## config.mk

```make
export PLATFORM = sky130hd
export DESIGN_NAME = sram_mm_arbiter_flat
export DESIGN_NICKNAME = d
export VERILOG_FILES = /design/src/rtl/sram_mm_arbiter_pkg.sv /design/src/rtl/sram_mm_arbiter_if.sv /design/src/rtl/sram_mm_arbiter_rr_picker.sv /design/src/rtl/sram_mm_arbiter.sv /design/src/flat_wrapper.sv
export SDC_FILE = /design/constraint.sdc
export NUM_CORES = 1
export LEC_CHECK = 0
export CAP_MARGIN = 10
export CORE_AREA = 2 2 58 60
export DETAILED_ROUTE_END_ITERATION = 10
export DIE_AREA = 0 0 60 62
export DONT_BUFFER_PORTS = 1
export GPL_TIMING_DRIVEN = 0
export PLACE_DENSITY = 0.54
export SLEW_MARGIN = 20
export SYNTH_ARGS = -nofsm -noshare
export SYNTH_HDL_FRONTEND = slang
export SYNTH_SLANG_ARGS = --single-unit
```

## constraint.sdc

```tcl
create_clock -name clk -period 1.4 [get_ports clk]
set_input_delay 0.28 -clock clk [delete_from_list [all_inputs] [get_ports clk]]
set_output_delay 0.28 -clock clk [all_outputs]
set_load 0.02 [all_outputs]
```

## src/rtl/sram_mm_arbiter_pkg.sv

```systemverilog
// Shared types and constants for the SRAM Avalon-MM arbiter.
package sram_arb_pkg;

    typedef enum logic [1:0] {
        S_IDLE,
        S_RD_WAIT,
        S_RD_DATA
    } ArbState;

    localparam int READ_LATENCY = 2;

    function automatic int port_idx_w(input int n);
        return (n <= 2) ? 1 : $clog2(n);
    endfunction

endpackage

```

## src/rtl/sram_mm_arbiter_if.sv

```systemverilog
// Host-side and controller-side Avalon-MM bundle for the arbiter.
interface sram_mm_arbiter_if #(
    parameter int NUM_PORTS = 2,
    parameter int ADDR_W    = 20,
    parameter int DATA_W    = 16
);
    logic [NUM_PORTS*ADDR_W-1:0] up_address;
    logic [NUM_PORTS-1:0]        up_read;
    logic [NUM_PORTS-1:0]        up_write;
    logic [NUM_PORTS*DATA_W-1:0] up_writedata;
    logic [NUM_PORTS-1:0]        up_waitrequest;
    logic [NUM_PORTS-1:0]        up_readdatavalid;
    logic [DATA_W-1:0]           up_readdata;
    logic [ADDR_W-1:0]           ctl_address;
    logic                        ctl_read;
    logic                        ctl_write;
    logic [DATA_W-1:0]           ctl_writedata;
    logic [DATA_W-1:0]           ctl_readdata;

    modport slave (
        input  up_address, up_read, up_write,
        input  up_writedata, ctl_readdata,
        output up_waitrequest, up_readdatavalid,
        output up_readdata, ctl_address, ctl_read,
        output ctl_write, ctl_writedata
    );

    modport master (
        output up_address, up_read, up_write,
        output up_writedata, ctl_readdata,
        input  up_waitrequest, up_readdatavalid,
        input  up_readdata, ctl_address, ctl_read,
        input  ctl_write, ctl_writedata
    );
endinterface

```

## src/rtl/sram_mm_arbiter_rr_picker.sv

```systemverilog
// Round-robin picker: first requester after last_grant, wrapping.
module sram_rr_picker
    import sram_arb_pkg::*;
#(
    parameter int NUM_PORTS = 2,
    parameter int PW        = port_idx_w(NUM_PORTS)
) (
    input  logic [NUM_PORTS-1:0] i_req,
    input  logic [PW-1:0]        i_last_grant,
    output logic                 o_grant_valid,
    output logic [PW-1:0]        o_grant
);
    logic [PW-1:0] w_idx;

    // Scan farthest-first so the nearest requester is the last write.
    always_comb begin
        o_grant_valid = 1'b0;
        o_grant       = '0;
        w_idx         = '0;
        for (int k = NUM_PORTS; k >= 1; k--) begin
            w_idx = PW'((int'(i_last_grant) + k) % NUM_PORTS);
            if (i_req[w_idx]) begin
                o_grant_valid = 1'b1;
                o_grant       = w_idx;
            end
        end
    end
endmodule

```

## src/rtl/sram_mm_arbiter.sv

```systemverilog
// Round-robin arbiter sharing one SRAM controller between hosts.
// Define SRAM_ARB_PORT0_PRIO_EN to give port 0 strict priority.
module sram_mm_arbiter
    import sram_arb_pkg::*;
#(
    parameter int NUM_PORTS = 2,
    parameter int ADDR_W    = 20,
    parameter int DATA_W    = 16
) (
    input logic         clk,
    input logic         reset_n,
    sram_mm_arbiter_if.slave bus
);
    localparam int PW = port_idx_w(NUM_PORTS);

    ArbState       r_state;
    logic [PW-1:0] r_last_grant;
    logic [PW-1:0] r_rd_owner;

    logic [NUM_PORTS-1:0] w_req;
    logic [NUM_PORTS-1:0] w_pick_req;
    logic                 w_pick_valid;
    logic [PW-1:0]        w_pick;
    logic                 w_grant_valid;
    logic [PW-1:0]        w_grant;
    logic                 w_upd_last;
    logic                 w_go;
    logic                 w_is_rd;

    assign w_req = bus.up_read | bus.up_write;

`ifdef SRAM_ARB_PORT0_PRIO_EN
    assign w_pick_req    = w_req & ~NUM_PORTS'(1);
    assign w_grant_valid = w_req[0] | w_pick_valid;
    assign w_grant       = w_req[0] ? '0 : w_pick;
    assign w_upd_last    = ~w_req[0];
`else
    assign w_pick_req    = w_req;
    assign w_grant_valid = w_pick_valid;
    assign w_grant       = w_pick;
    assign w_upd_last    = 1'b1;
`endif

    sram_rr_picker #(
        .NUM_PORTS (NUM_PORTS),
        .PW        (PW)
    ) u_picker (
        .i_req         (w_pick_req),
        .i_last_grant  (r_last_grant),
        .o_grant_valid (w_pick_valid),
        .o_grant       (w_pick)
    );

    // Gate with reset_n so outputs are quiet while reset is held.
    assign w_go    = reset_n & (r_state == S_IDLE) & w_grant_valid;
    assign w_is_rd = bus.up_read[w_grant];

    always_comb begin
        bus.ctl_address    = '0;
        bus.ctl_writedata  = '0;
        bus.ctl_read       = 1'b0;
        bus.ctl_write      = 1'b0;
        bus.up_waitrequest = '1;
        if (w_go) begin
            bus.ctl_address   =
                bus.up_address[int'(w_grant)*ADDR_W +: ADDR_W];
            bus.ctl_writedata =
                bus.up_writedata[int'(w_grant)*DATA_W +: DATA_W];
            bus.ctl_read      = w_is_rd;
            bus.ctl_write     = ~w_is_rd & bus.up_write[w_grant];
            bus.up_waitrequest[w_grant] = 1'b0;
        end
    end

    always_comb begin
        bus.up_readdatavalid = '0;
        if (r_state == S_RD_DATA)
            bus.up_readdatavalid[r_rd_owner] = 1'b1;
    end

    assign bus.up_readdata = bus.ctl_readdata;

    always_ff @(posedge clk or negedge reset_n) begin
        if (!reset_n) begin
            r_state      <= S_IDLE;
            r_last_grant <= PW'(NUM_PORTS - 1);
            r_rd_owner   <= '0;
        end else begin
            unique case (r_state)
                S_IDLE: begin
                    if (w_go) begin
                        if (w_upd_last)
                            r_last_grant <= w_grant;
                        if (w_is_rd) begin
                            r_rd_owner <= w_grant;
                            r_state    <= S_RD_WAIT;
                        end
                    end
                end
                S_RD_WAIT: r_state <= S_RD_DATA;
                S_RD_DATA: r_state <= S_IDLE;
                default:   r_state <= S_IDLE;
            endcase
        end
    end
endmodule

```

## src/flat_wrapper.sv

```systemverilog
// flat-port wrapper written by rule: the top's interface ports become plain ports
module sram_mm_arbiter_flat import sram_arb_pkg::*;
#(
    parameter int NUM_PORTS = 2,
    parameter int ADDR_W    = 20,
    parameter int DATA_W    = 16
)
  (clk, reset_n, bus_up_address, bus_up_read, bus_up_write, bus_up_writedata, bus_ctl_readdata, bus_up_waitrequest, bus_up_readdatavalid, bus_up_readdata, bus_ctl_address, bus_ctl_read, bus_ctl_write, bus_ctl_writedata);
  sram_mm_arbiter_if #(.NUM_PORTS(NUM_PORTS), .ADDR_W(ADDR_W), .DATA_W(DATA_W)) bus_i ();
  input logic clk;
  input logic reset_n;
  input wire logic [$bits(bus_i.up_address)-1:0] bus_up_address;
  input wire logic [$bits(bus_i.up_read)-1:0] bus_up_read;
  input wire logic [$bits(bus_i.up_write)-1:0] bus_up_write;
  input wire logic [$bits(bus_i.up_writedata)-1:0] bus_up_writedata;
  input wire logic [$bits(bus_i.ctl_readdata)-1:0] bus_ctl_readdata;
  output wire logic [$bits(bus_i.up_waitrequest)-1:0] bus_up_waitrequest;
  output wire logic [$bits(bus_i.up_readdatavalid)-1:0] bus_up_readdatavalid;
  output wire logic [$bits(bus_i.up_readdata)-1:0] bus_up_readdata;
  output wire logic [$bits(bus_i.ctl_address)-1:0] bus_ctl_address;
  output wire logic [$bits(bus_i.ctl_read)-1:0] bus_ctl_read;
  output wire logic [$bits(bus_i.ctl_write)-1:0] bus_ctl_write;
  output wire logic [$bits(bus_i.ctl_writedata)-1:0] bus_ctl_writedata;
  assign bus_i.up_address = bus_up_address;
  assign bus_i.up_read = bus_up_read;
  assign bus_i.up_write = bus_up_write;
  assign bus_i.up_writedata = bus_up_writedata;
  assign bus_i.ctl_readdata = bus_ctl_readdata;
  assign bus_up_waitrequest = bus_i.up_waitrequest;
  assign bus_up_readdatavalid = bus_i.up_readdatavalid;
  assign bus_up_readdata = bus_i.up_readdata;
  assign bus_ctl_address = bus_i.ctl_address;
  assign bus_ctl_read = bus_i.ctl_read;
  assign bus_ctl_write = bus_i.ctl_write;
  assign bus_ctl_writedata = bus_i.ctl_writedata;
  sram_mm_arbiter #(.NUM_PORTS(NUM_PORTS), .ADDR_W(ADDR_W), .DATA_W(DATA_W)) u_core (.clk(clk), .reset_n(reset_n), .bus(bus_i));
endmodule
```

Yosys cells after proc, flatten, opt, wreduce, memory -nomap -nowiden
Index checks and enable logic that the tools add are counted.
{"block": "classes", "reduce_logical": 6, "n_shift": 2, "mux": 25, "n_addsub": 2, "bitwise": 6, "eq_ne": 4, "order_cmp": 6, "n_mul": 1}
{"op": "variable part select 40 x 32 -> 20 bit", "count": 1}
{"op": "variable part select 32 x 6 -> 16 bit", "count": 1}
{"op": "2-to-1 mux 20 bit", "count": 1}
{"op": "2-to-1 mux 1 bit", "count": 16}
{"op": "2-to-1 mux 16 bit", "count": 1}
{"op": "< comparator 1 x 2 -> 1 bit, second input constant", "count": 4}
{"op": "2-to-1 mux 2 bit", "count": 4}
{"op": "multiplier 1 x 3 -> 4 bit, second input constant", "count": 1}
{"op": "inequality test 2 x 1 -> 1 bit, second input constant", "count": 2}
{"op": "one-hot mux 2 bit (2 select lines)", "count": 1}
{"op": "AND reduction 2 bit", "count": 2}
{"op": "AND 1 bit", "count": 3}
{"op": "AND reduction 3 bit", "count": 1}
{"op": "adder 1 bit, second input constant", "count": 2}
{"op": "demux 1 bit (select 1 bit)", "count": 2}
{"op": "== test 2 x 1 -> 1 bit, second input constant", "count": 1}
{"op": "== test 2 bit, second input constant", "count": 1}
{"op": "greater-or-equal comparator 1 bit, second input constant", "count": 2}
{"op": "logical AND 1 bit", "count": 2}
{"op": "zero test 2 bit", "count": 1}
{"op": "NOT 2 bit", "count": 1}
{"op": "OR 2 bit", "count": 1}
{"op": "NOT 1 bit", "count": 1}
{"block": "totals", "out_inout_bits": 58, "inputBits": 94, "regBits": 4, "elab_cells": 55}

Longest topological paths before layout
Gate-level depths: netlist (run 1).
{"block": "depth", "word_depth": 11, "ltp_mapped": 5, "ltp_nobuf": 3}

Hierarchy
A second synthesis (run 1) with hierarchy kept.
{"block": "hier_totals", "hier_cells": 90, "hier_area_um2": 775.7}
{"mod": "sram_mm_arbiter", "area_per_inst_um2": 762.0, "cells_each": 88, "seq_area_each_um2": 101.3, "n_inst": 1}
{"mod": "sram_rr_picker", "area_per_inst_um2": 13.8, "cells_each": 2, "seq_area_each_um2": 0.0, "n_inst": 1}

Worst setup path before layout (run 1)
No wires, ideal clock.
{"block": "synth_path", "kind": "register -> output", "from": "register u_core.r_last_grant", "to": "output port bus_ctl_address[14]", "t_arrival_ps": 1381, "stages_incl_launch_ff": 5, "t_required_ps": 1120, "slack_ps": -261, "cell_sequence": "dfstp_2 buf_2 o22ai_2 buf_4 o22ai_1"}
{"block": "synth_via", "elab_chain_cells": 8, "elab_cells_between_ends": 14, "classes_between": "add/sub (2); mul (1); shift (1); mux (9); bitwise (1)"}
{"item": "start: declaration", "line": "sram_mm_arbiter.sv:17", "source": "logic [PW-1:0] r_last_grant;"}
{"item": "start signal: assignment", "line": "sram_mm_arbiter.sv:86", "source": "r_last_grant <= PW'(NUM_PORTS - 1);"}
{"item": "start signal: assignment", "line": "sram_mm_arbiter.sv:93", "source": "r_last_grant <= w_grant;"}
{"item": "adder 1 bit", "line": "sram_mm_arbiter_rr_picker.sv:21", "source": "w_idx = PW'((int'(i_last_grant) + k) % NUM_PORTS);"}
{"item": "2-to-1 mux 1 bit (implied by the code) (2 in series)", "line": "sram_mm_arbiter_rr_picker.sv:22", "source": "if (i_req[w_idx]) begin"}
{"item": "2-to-1 mux 1 bit (2 in series)", "line": "sram_mm_arbiter_rr_picker.sv:22"}
{"item": "multiplier 1 x 3 -> 4 bit", "line": "sram_mm_arbiter.sv:66", "source": "bus.up_address[int'(w_grant)*ADDR_W +: ADDR_W];"}
{"item": "variable part select 40 x 32 -> 20 bit", "line": "sram_mm_arbiter.sv:66"}
{"item": "2-to-1 mux 20 bit *", "line": "sram_mm_arbiter.sv:64", "source": "if (w_go) begin"}
{"item": "end: declaration", "line": "flat_wrapper.sv:20", "source": "output wire logic [$bits(bus_i.ctl_address)-1:0] bus_ctl_address;"}
Mark *: on every way between the ends. The rest lies on a longest branch, timed or not. The select of a mux whose other input is x is not followed.

Worst setup path in the final report (run 1)
{"block": "layout_path", "from": "register u_core.r_state[1]", "to": "output port bus_ctl_address[3]"}
{"block": "layout_via", "elab_chain_cells": 4}
{"item": "start: declaration", "line": "sram_mm_arbiter.sv:16", "source": "ArbState r_state;"}
{"item": "start signal: assignment", "line": "sram_mm_arbiter.sv:85", "source": "r_state <= S_IDLE;"}
{"item": "start signal: assignment", "line": "sram_mm_arbiter.sv:96", "source": "r_state <= S_RD_WAIT;"}
{"item": "start signal: assignment", "line": "sram_mm_arbiter.sv:100", "source": "S_RD_WAIT: r_state <= S_RD_DATA;"}
{"item": "zero test 2 bit", "line": "sram_mm_arbiter.sv:55", "source": "assign w_go = reset_n & (r_state == S_IDLE) & w_grant_valid;"}
{"item": "AND 1 bit (2 in series)", "line": "sram_mm_arbiter.sv:55"}
{"item": "2-to-1 mux 20 bit", "line": "sram_mm_arbiter.sv:64"}
No other way between the ends.

==> summary.txt, run 1 <==
Status
  • Status: complete, but fails checks
  • Failing checks: negative setup slack

Route
  • Via count: 1,290
  • Antenna Nets Post-Route: 0
  • DR vias/cell: 5.658
  • Drt total wl: 3778 um
  • DRT iter0 DRCs: 33
  • Met3 Wirelength: 363 um
  • DR top layer: met4
  • Drt drc: 0
  • Met1 WL: about 1200 um
  • Drt pass-1 iters: 4
  • Met2 wirelength from detailed routing: 2157 um
  • WL/cell: around 17 um

Floorplanning
  • DIE HEIGHT: 62 um
  • Initial Util: 0.3314
  • Io pins: approximately 150
  • Die ar.: about 3700 um^2
  • CORE AREA: 3179 um^2
  • Die Wd: approximately 60 um
  • Row cnt: 21

Finish
  • Area of the multi-input gates: around 1300 um^2
  • NumNets Final: ~280
  • Register area: 101.3 um^2
  • Share of layout cells above drive strength 1: 0.5330
  • Layout area overhead: 77.43%
  • Total inserted antenna cells: 0
  • Fill cells: about 280

CTS
  • Reg clk slew, reported paths: ~0.040 ns
  • Clk_lat worst skew: around 0.25 ns
  • CTS Root Cell: clkbuf_4
  • Bufs on Longest Clock Path: 2
  • H-Tree Depth: 1
  • CTS Buf Count: 3
  • CTS tree: built
  • # clock sinks: 4

Power and ir drop
  • Logic pwr share: 0.874
  • Leak: 0.0005792 uW
  • Maximum vdd drop: ~740 uV
  • Clock share of power: 0.059
  • Psw: 1611 uW
  • Power Total: 2866 uW
  • Pwr Density: approximately 1500 nW/um^2
  • Sequential power share: 0.066
  • Internal: around 1300 uW
  • Switching Fraction: 0.5622

STA
  • Clock skew: between 0.002 and 0.0025 ns
  • Setup Viol. Count Final: a little over 40
  • Final worst path period need: about 1.8 ns
  • Count of pins over their slew limit: 0
  • Final Cycle Share: 1.299
  • Unrepaired setup endpoints after global routing: true
  • Slew headroom: 0.7497
  • Fin. Hold Viols: 0
  • Worst setup margin: -0.4184 ns
  • Worst-Margin Slew: approximately 0.37 ns
  • Fmax: 549.9 MHz

Synthesis
  • Ys flop type: dfrtp_1
  • Post-synth top area share: 0.2565
  • Async set or reset register ratio after synthesis: 1.000
  • Post-synth top area cell: nand2_1
  • Number of synthesized flops with an enable pin: 0
  • Syn Nets: between 200 and 300
  • Sequential element share of the synthesized area: 0.09620
  • Syn Inst Count: 170
  • FF+latch count, synth: 4
  • Synthesized cell area: ~1100 um^2
  • Synth Warn #: 0
  • Top cells by count, synth: nand2_1, o22ai_1, buf_4, buf_2, buf_6
  • Synth top area cells: nand2_1, o22ai_1, buf_4, dfrtp_1, buf_6
  • Post-synth cell types: 24
  • Most common cell in the synthesized netlist: nand2_1
  • Syn Area/Cell: 6.197 um^2

Global route
  • First-pass GRT wire length: roughly 5400 um
  • Gr usage total: 0.1887
  • GRT overflow: 0
  • Initial antenna violation count: 0
  • Largest net degree at the start of global routing: 11
  • Vias in the first global route: roughly 1,100

Worst setup path
  • Crit start category: flop
  • Worst Path Max Fanout: 10
  • Setup crit end kind: output port
  • CP Class: flop to output port
  • CP arrival: ~1.5 ns
  • Crit-path cells: nor3b_2, buf_6, buf_8, nand2_2, o22ai_4
  • CP required: 1.12 ns
  • Slowest cell on the critical path: dfrtp_1
  • Max incr delay on CP: slightly below 0.4 ns

Placement
  • # port buffers: 0
  • HPWL after DPL: between 2000 and 3000 um
  • Post-Place Worst Slack: -0.1739 ns
  • Final GP Congestion: 0.6777

Flow run
  • Max cap viols: 0

Hold path
  • HP Class: input port to flop
==> critical path, delay by kind of cell, from the launching register on <==
kind	cells	cell delay [ns]
flops	1	0.39
simple gates	2	0.30
compound gates	1	0.26
buf+inv	2	0.34
==> cell usage in the layout (no fill, tap or decap), types with 2 or more instances in the layout <==
cell type	instances
o22ai_4	37
nor3b_2	3
a21oi_1	3
buf_6	11
nand2_2	3
nor2b_1	2
buf_4	23
nand2_1	69
dfrtp_1	3
clkbuf_4	3
buf_12	4
==> state kept, by name, summed over array words and instances (netlist names) <==
| register | count |
|---|---|
| u_core.r_last_grant | 1 |
| u_core.r_state | 2 |
| u_core.r_rd_owner | 1 |
==> power by group through the flow <==
stage | registers (uW) | clock network [uW] | logic (uW)
after global placement | 192 | 0 | 2160
after global routing | 197 | 184 | 2660
final | 190 | 170 | 2510
after CTS | 189 | 176 | 2470
after floorplan | 187 | 0 | 2000
after detailed placement | 192 | 0 | 2190
==> worst paths after layout <==
kind                       depth (start not counted)             endpoint         startpoint  slack, ns
max                                                5   bus_ctl_address[3]  u_core.r_state[1]      -0.42
min                                                2    u_core.r_rd_owner     bus_up_read[1]       0.20
max reg2reg                                        5    u_core.r_rd_owner  u_core.r_state[1]       0.06
min reg2reg                                        2    u_core.r_state[1]  u_core.r_state[1]       0.57
max in group asynchronous                          1  u_core.r_last_grant            reset_n       0.85
min in group asynchronous                          1    u_core.r_state[1]            reset_n       0.30
==> cell type report <==
type | instances | share of cell area
buffer | 33 | 0.1774
clock buffer | 4 | 0.01406
inverter | 1 | 0.002008
multi-input combinational | 132 | 0.6814
sequential | 4 | 0.05422
tap | 46 | 0.03079
timing repair buffer | 8 | 0.04016
==> kinds of logic after synthesis <==
family          share of synthesized area
flops                             0.09620
simple gates                       0.3373
compound gates                     0.3230
buf+inv                            0.2435
==> routing by layer <==
layer / global-route usage / vias up
met5: 0 / -
met4: 0.06349 / 0
met3: 0.03106 / 4
met2: 0.3556 / 86
met1: 0.2151 / 595
li1: - / 605
==> per-stage QoR <==
| step | instance area [um^2] | TNS (ns) | util | hold WS (ns) | instances |
|---|---|---|---|---|---|
| 6_report | 1869 | -15.02 | 0.5880 | 0.2004 | 228 |
| 5_1_grt | 1869 | -18.80 | 0.5880 | 0.1946 | 228 |
| 4_1_cts | 1831 | -15.97 | 0.5758 | 0.1745 | 227 |
| 3_5_place_dp | 1617 | -5.878 | 0.5085 | -0.01549 | 216 |
| 3_3_place_gp | 1617 | -6.297 | 0.5085 | -0.01548 | 216 |
| 2_1_floorplan | 1559 | -1.517 | - | -0.01559 | 170 |
==> timing repair <==
item / 4_1_cts / 5_1_grt
endpoints found under the setup margin: 43 / 43
buffers inserted: 6 / 1
hold buffers: 1 / 0
pin swaps: 24 / 12
hold endpoints to repair: 4 / 0
resized for setup: 19 / 8
gates cloned: 0 / 0
(Power assumes the default switching activity.)
==> run 2, diff against run 1 <==
==> constraint.sdc (replaced) <==
create_clock -name clk -period 1.54 [get_ports clk]
set_input_delay 0.308 -clock clk [delete_from_list [all_inputs] [get_ports clk]]
set_output_delay 0.308 -clock clk [all_outputs]
set_load 0.02 [all_outputs]
==> summary.txt, run 2 (synthesis gave the netlist of run 1 again) <==
Floorplanning
  • Initial Util: 0.3314 (unchanged)
  • Die ar.: 3720 um^2 (unchanged)
  • DIE HEIGHT: 62 um (unchanged)
  • CORE AREA: 3179 um^2 (unchanged)
  • Io pins: 152 (unchanged)
  • Row cnt: 21 (unchanged)
  • Die Wd: 60 um (unchanged)

Power and ir drop
  • Power Total: 2533 uW (-12%)
  • Pwr Density: 1394 nW/um^2 (-9.0%)
  • Clock share of power: 0.058 (about the same)
  • Psw: 1427 uW (-11%)
  • Leak: 0.0005732 uW (-1.0%)
  • Logic pwr share: 0.863 (-0.011)
  • Switching Fraction: 0.5635 (+0.001282)
  • Maximum vdd drop: 897.0 uV (+21%)
  • Internal: 1106 uW (-12%)
  • Sequential power share: 0.079 (+0.013)

Global route
  • Vias in the first global route: 1,174 (+3.0%)
  • First-pass GRT wire length: 5457 um (+1.3%)
  • GRT overflow: 0 (unchanged)
  • Gr usage total: 0.1904 (+0.001641)
  • Largest net degree at the start of global routing: 11 (unchanged)
  • Initial antenna violation count: 0 (unchanged)

Finish
  • Most flops, register: u_core.r_state
  • Most common cell after layout, fill and taps aside: nand2_1
  • Most frequent cells in the layout: nand2_1, o22ai_4, buf_4
  • NumNets Final: 278 (+0.36%)
  • Share of layout cells above drive strength 1: 0.5191 (-0.01384)
  • Final Cell Area: 1817 um^2 (-2.8%)
  • Max FFs per register: 2 (unchanged)
  • Biggest regs: u_core.r_state (2), u_core.r_last_grant (1), u_core.r_rd_owner (1)
  • Non-filler cells, final: 229 (+0.44%)
  • Total inserted antenna cells: 0 (unchanged)
  • Layout area overhead: 72.45%

Placement
  • HPWL after DPL: 2789 um (-5.2%)
  • # port buffers: 0 (unchanged)
  • Final GP Congestion: 0.7198 (+6.2%)
  • Placed instance area: 1286 um^2 (-20%)
  • Inst Count DP: 216 (unchanged)

STA
  • Fmax: 552.3 MHz
  • Clock skew: 0.004446 ns (+0.002396 ns)
  • Slew headroom: 0.6686 (-0.08100)
  • Unrepaired setup endpoints after global routing: true
  • Worst-Margin Slew: 0.5061 ns (+0.1323 ns)
  • Final worst path period need: 1.810 ns
  • Fin. Hold Viols: 0 (unchanged)
  • Setup Viol. Count Final: 40 (-2.4%)
  • Count of pins over their slew limit: 0 (unchanged)
  • Final Cycle Share: 1.176
  • Worst setup margin: -0.2705 ns (+0.1479 ns)

Route
  • Antenna Nets Post-Route: 0 (unchanged)
  • Drt total wl: 3832 um (+1.4%)
  • WL/cell: 16.73 um (+0.99%)
  • DR vias/cell: 5.590 (-1.2%)
  • Via count: 1,280 (-0.78%)
  • Drt drc: 0 (unchanged)
  • DRT iter0 DRCs: 34 (+3.0%)
  • Drt pass-1 iters: 4 (unchanged)

Hold path
  • HP Class: input port to flop

Worst setup path
  • Crit-path cells: nor3b_2, buf_6, buf_6, nand2_1, o22ai_4
  • CP arrival: 1.50 ns (-0.04 ns)
  • Worst path most repeated cell: buf_6
  • CP required: 1.23 ns (+0.11 ns)
  • Max incr delay on CP: 0.39 ns (about the same)
  • Slowest cell on the critical path: dfrtp_1
  • CP Class: flop to output port
  • Setup crit end kind: output port
  • Critical path buffers and inverters: 2 (unchanged)
  • Worst Path Max Fanout: 10 (unchanged)
  • Critical path's top delay family: flip-flops
  • Crit start category: flop

Flow run
  • Max cap viols: 0 (unchanged)

Status
  • Failing checks: negative setup slack
  • Status: complete, but fails checks

CTS
  • CTS tree: built
  • Reg clk slew, reported paths: 0.04 ns (about the same)
  • CTS Buf Count: 3 (unchanged)
  • # clock sinks: 4 (unchanged)
  • CTS Root Cell: clkbuf_4
  • H-Tree Depth: 1 (unchanged)
  • Clk_lat worst skew: 0.24 ns (about the same)
  • Bufs on Longest Clock Path: 2 (unchanged)
-- run 2: cell types whose count changed in the layout (fill, tap and decap cells not counted), sizes merged --
cell  before  now
buf       40   41
-- run 2: cell type report --
| type | count | area, um^2 |
|---|---|---|
| plain buffers | 32 | 312.8 |
| clock buffers | 4 | 26.28 |
| fillers | 294 | 1363 |
| inverters | 1 | 3.754 |
| multi-input cells | 132 | 1225 |
| flip-flops and latches | 4 | 101.3 |
| well taps | 46 | 57.56 |
| repair buffers | 10 | 90.09 |
-- run 2: path summary, 6_finish.rpt --
check | from | to | slack [ns] | depth (start not counted)
max reg2reg | u_core.r_state[1] | u_core.r_rd_owner | 0.11 | 6
min | bus_up_read[1] | u_core.r_rd_owner | 0.24 | 2
max | u_core.r_state[1] | bus_ctl_address[7] | -0.27 | 5
min reg2reg | u_core.r_state[1] | u_core.r_state[1] | 0.56 | 2
max in group asynchronous | reset_n | u_core.r_last_grant | 0.93 | 1
min in group asynchronous | reset_n | u_core.r_state[1] | 0.36 | 1
-- run 2: power groups by stage --
stage | clock network, uW | registers, uW | logic [uW]
2_1_floorplan | 0 | 166 | 1270
3_3_place_gp | 0 | 171 | 1410
3_5_place_dp | 0 | 171 | 1440
4_1_cts | 152 | 201 | 2180
5_1_grt | 165 | 208 | 2320
6_report | 146 | 201 | 2190
-- run 2: repair_timing --
item	in CTS	in global routing
buffers inserted	7	2
hold buffers	1	0
gates resized for setup	67	2
pin swaps	19	15
hold endpoints to repair	4	0
endpoints found under the setup margin	42	40
-- run 2: through the flow --
| stage | worst slack (ns) | util | setup TNS, ns | hold WS, ns |
|---|---|---|---|---|
| floorplan | -0.02981 | - | -1.040 | 0.01241 |
| global placement | -0.1809 | 0.4046 | -5.749 | 0.01252 |
| finish | -0.2705 | 0.5714 | -9.281 | 0.2401 |
| global route | -0.3613 | 0.5714 | -13.07 | 0.2420 |
| CTS | -0.2821 | 0.5647 | -9.902 | 0.2205 |
| detailed placement | -0.1968 | 0.4046 | -6.348 | 0.01256 |
-- run 2: metal layers --
layer | wire, um | vias up | global-route usage
li1 | - | 607 | -
met1 | 1378 | 585 | 0.2272
met2 | 2175 | 86 | 0.3665
met3 | 266 | 2 | 0.01035
met4 | 12 | 0 | 0.05397
met5 | 0 | - | 0
==> run 3, diff against run 2 <==
--- a/config.mk
+++ b/config.mk
@@ -11,7 +11,8 @@
 export DIE_AREA = 0 0 60 62
 export DONT_BUFFER_PORTS = 1
 export GPL_TIMING_DRIVEN = 0
-export PLACE_DENSITY = 0.54
+export PLACE_DENSITY = 0.52
+export SKIP_CTS_REPAIR_TIMING = 1
 export SLEW_MARGIN = 20
 export SYNTH_ARGS = -nofsm -noshare
 export SYNTH_HDL_FRONTEND = slang
==> constraint.sdc (replaced) <==
create_clock -name clk -period 2.24 [get_ports clk]
set_input_delay 0.448 -clock clk [delete_from_list [all_inputs] [get_ports clk]]
set_output_delay 0.448 -clock clk [all_outputs]
set_load 0.02 [all_outputs]
==> summary.txt, run 3 (synthesis gave the netlist of run 1 again) <==
Route
  • Drt total wl: 3413 um (-11%)
  • Drt pass-1 iters: 4 (unchanged)
  • Via count: 1,233 (-3.7%)
  • DR vias/cell: 5.579 (-0.18%)
  • Antenna Nets Post-Route: 0 (unchanged)
  • WL/cell: 15.44 um (-7.7%)
  • DRT iter0 DRCs: 45 (+32%)
  • Drt drc: 0 (unchanged)

STA
  • Hold Slack: 0.05743 ns (-0.1826 ns)
  • Post-route setup TNS: 0 ns (+9.281 ns)
  • Fmax: 451.2 MHz
  • Slew headroom: 0.5429 (-0.1257)
  • Worst setup margin: 0.02346 ns (+0.2939 ns)
  • Count of pins over their slew limit: 0 (unchanged)
  • Final Cycle Share: 0.9895
  • Fin. Hold Viols: 0 (unchanged)
  • Worst-Margin Slew: 0.6842 ns (+0.1780 ns)
  • Setup Viol. Count Final: 0 (-100%)
  • Clock skew: 0.005469 ns (+0.001023 ns)
  • Unrepaired setup endpoints after global routing: true
  • Final worst path period need: about 2.2 ns

Floorplanning
  • Io pins: 152 (unchanged)
  • DIE HEIGHT: 62 um (unchanged)
  • Initial Util: 0.3314 (unchanged)
  • CORE AREA: 3179 um^2 (unchanged)
  • Row cnt: 21 (unchanged)
  • Die ar.: 3720 um^2 (unchanged)
  • Die Wd: 60 um (unchanged)

Global route
  • GRT overflow: 0 (unchanged)
  • Initial antenna violation count: 0 (unchanged)
  • Vias in the first global route: 913 (-22%)
  • First-pass GRT wire length: 4008 um (-27%)
  • Gr usage total: 0.1396 (-0.05076)
  • Largest net degree at the start of global routing: 11 (unchanged)

CTS
  • CTS Buf Count: 3 (unchanged)
  • CTS tree: built
  • Clk_lat worst skew: 0.24 ns (about the same)
  • H-Tree Depth: 1 (unchanged)
  • Bufs on Longest Clock Path: 2 (unchanged)
  • Reg clk slew, reported paths: 0.04 ns (about the same)
  • CTS Root Cell: clkbuf_4
  • # clock sinks: 4 (unchanged)

Placement
  • Placed instance area: 1111 um^2 (-14%)
  • Post-Place Worst Slack: 0.2167 ns (+0.4135 ns)
  • HPWL after DPL: 2613 um (-6.3%)
  • # port buffers: 0 (unchanged)
  • Final GP Congestion: 0.7049 (-2.1%)
  • Inst Count DP: 216 (unchanged)

Finish
  • Biggest regs: u_core.r_state (2), u_core.r_last_grant (1), u_core.r_rd_owner (1)
  • Non-filler cells, final: 221 (-3.5%)
  • Total inserted antenna cells: 0 (unchanged)
  • Final Cell Area: 1272 um^2 (-30%)
  • Most frequent cells in the layout: nand2_1, buf_4, o22ai_2
  • NumNets Final: 270 (-2.9%)
  • Most flops, register: u_core.r_state
  • Max FFs per register: 2 (unchanged)
  • Share of layout cells above drive strength 1: 0.3771 (-0.1420)
  • Layout area overhead: 20.78%
  • Most common cell after layout, fill and taps aside: nand2_1

Power and ir drop
  • Pwr Density: 917.1 nW/um^2 (-34%)
  • Leak: 0.0004827 uW (-16%)
  • Maximum vdd drop: 411.6 uV (-54%)
  • Logic pwr share: 0.816 (-0.047)
  • Switching Fraction: 0.5875 (+0.02397)
  • Internal: 481.4 uW (-56%)
  • Psw: 685.6 uW (-52%)
  • Clock share of power: 0.085 (+0.027)
  • Sequential power share: 0.099 (+0.020)

Worst setup path
  • Worst Path Max Fanout: 10 (unchanged)
  • Crit start category: flop
  • Setup crit end kind: output port
  • CP Class: flop to output port
  • CP required: 1.79 ns (+0.56 ns)
  • CP arrival: 1.77 ns (+0.27 ns)

Status
  • Status: finished, final reports clean

Hold path
  • HP Class: input port to async pin

Flow run
  • Max cap viols: 0 (unchanged)
==> run 3: critical path, cell delays in order (launching register included) <==
cell     delay, ns
dfstp_2       0.50
buf_2         0.22
o22ai_2       0.20
buf_4         0.23
o22ai_1       0.38
==> run 3: metrics by stage <==
step | util | power (uW)
after floorplan | - | 861.1
after global placement | 0.3495 | 958.1
after detailed placement | 0.3495 | 976.2
after CTS | 0.3577 | 1080
after global routing | 0.4002 | 1253
final | 0.4002 | 1167
==> run 3: routing by layer <==
metal  part of all wire  track usage  routed length [um]  up-vias
met5                  0            0                   0        -
met4             0.0044      0.03810                  15        0
met3              0.075      0.01035                 255        2
met2               0.54       0.2702                1835       89
met1               0.38       0.1644                1307      554
li1                   -            -                   -      588
==> run 3: path summary, 6_finish.rpt <==
kind,from,to,slack [ns],depth (start not counted)
min,reset_n,u_core.r_last_grant,0.06,0
max,u_core.r_last_grant,bus_ctl_writedata[5],0.02,4
min reg2reg,u_core.r_state[1],u_core.r_state[1],0.49,1
min in group clk,bus_up_read[1],u_core.r_rd_owner,0.35,2
max in group asynchronous,reset_n,u_core.r_state[0],1.63,1
max reg2reg,u_core.r_state[1],u_core.r_rd_owner,0.84,5
==> run 3: power by group through the flow <==
stage / Combinational [uW] / Sequential (uW) / Clock (uW)
after floorplan: 747 / 114 / 0
after global placement: 842 / 116 / 0
after detailed placement: 859 / 117 / 0
after CTS: 861 / 116 / 103
after global routing: 1030 / 121 / 107
final: 952 / 116 / 99.1
==> run 3: final cells by class <==
class                           instances  area (um^2)
Clock buffer                            4        26.28
Sequential cell                         4        101.3
Buffer                                 33        252.7
Timing Repair Buffer                    1        10.01
Tap cell                               46        57.56
Fill cell                             333         1907
Multi-Input combinational cell        132        820.8
Inverter                                1        3.754
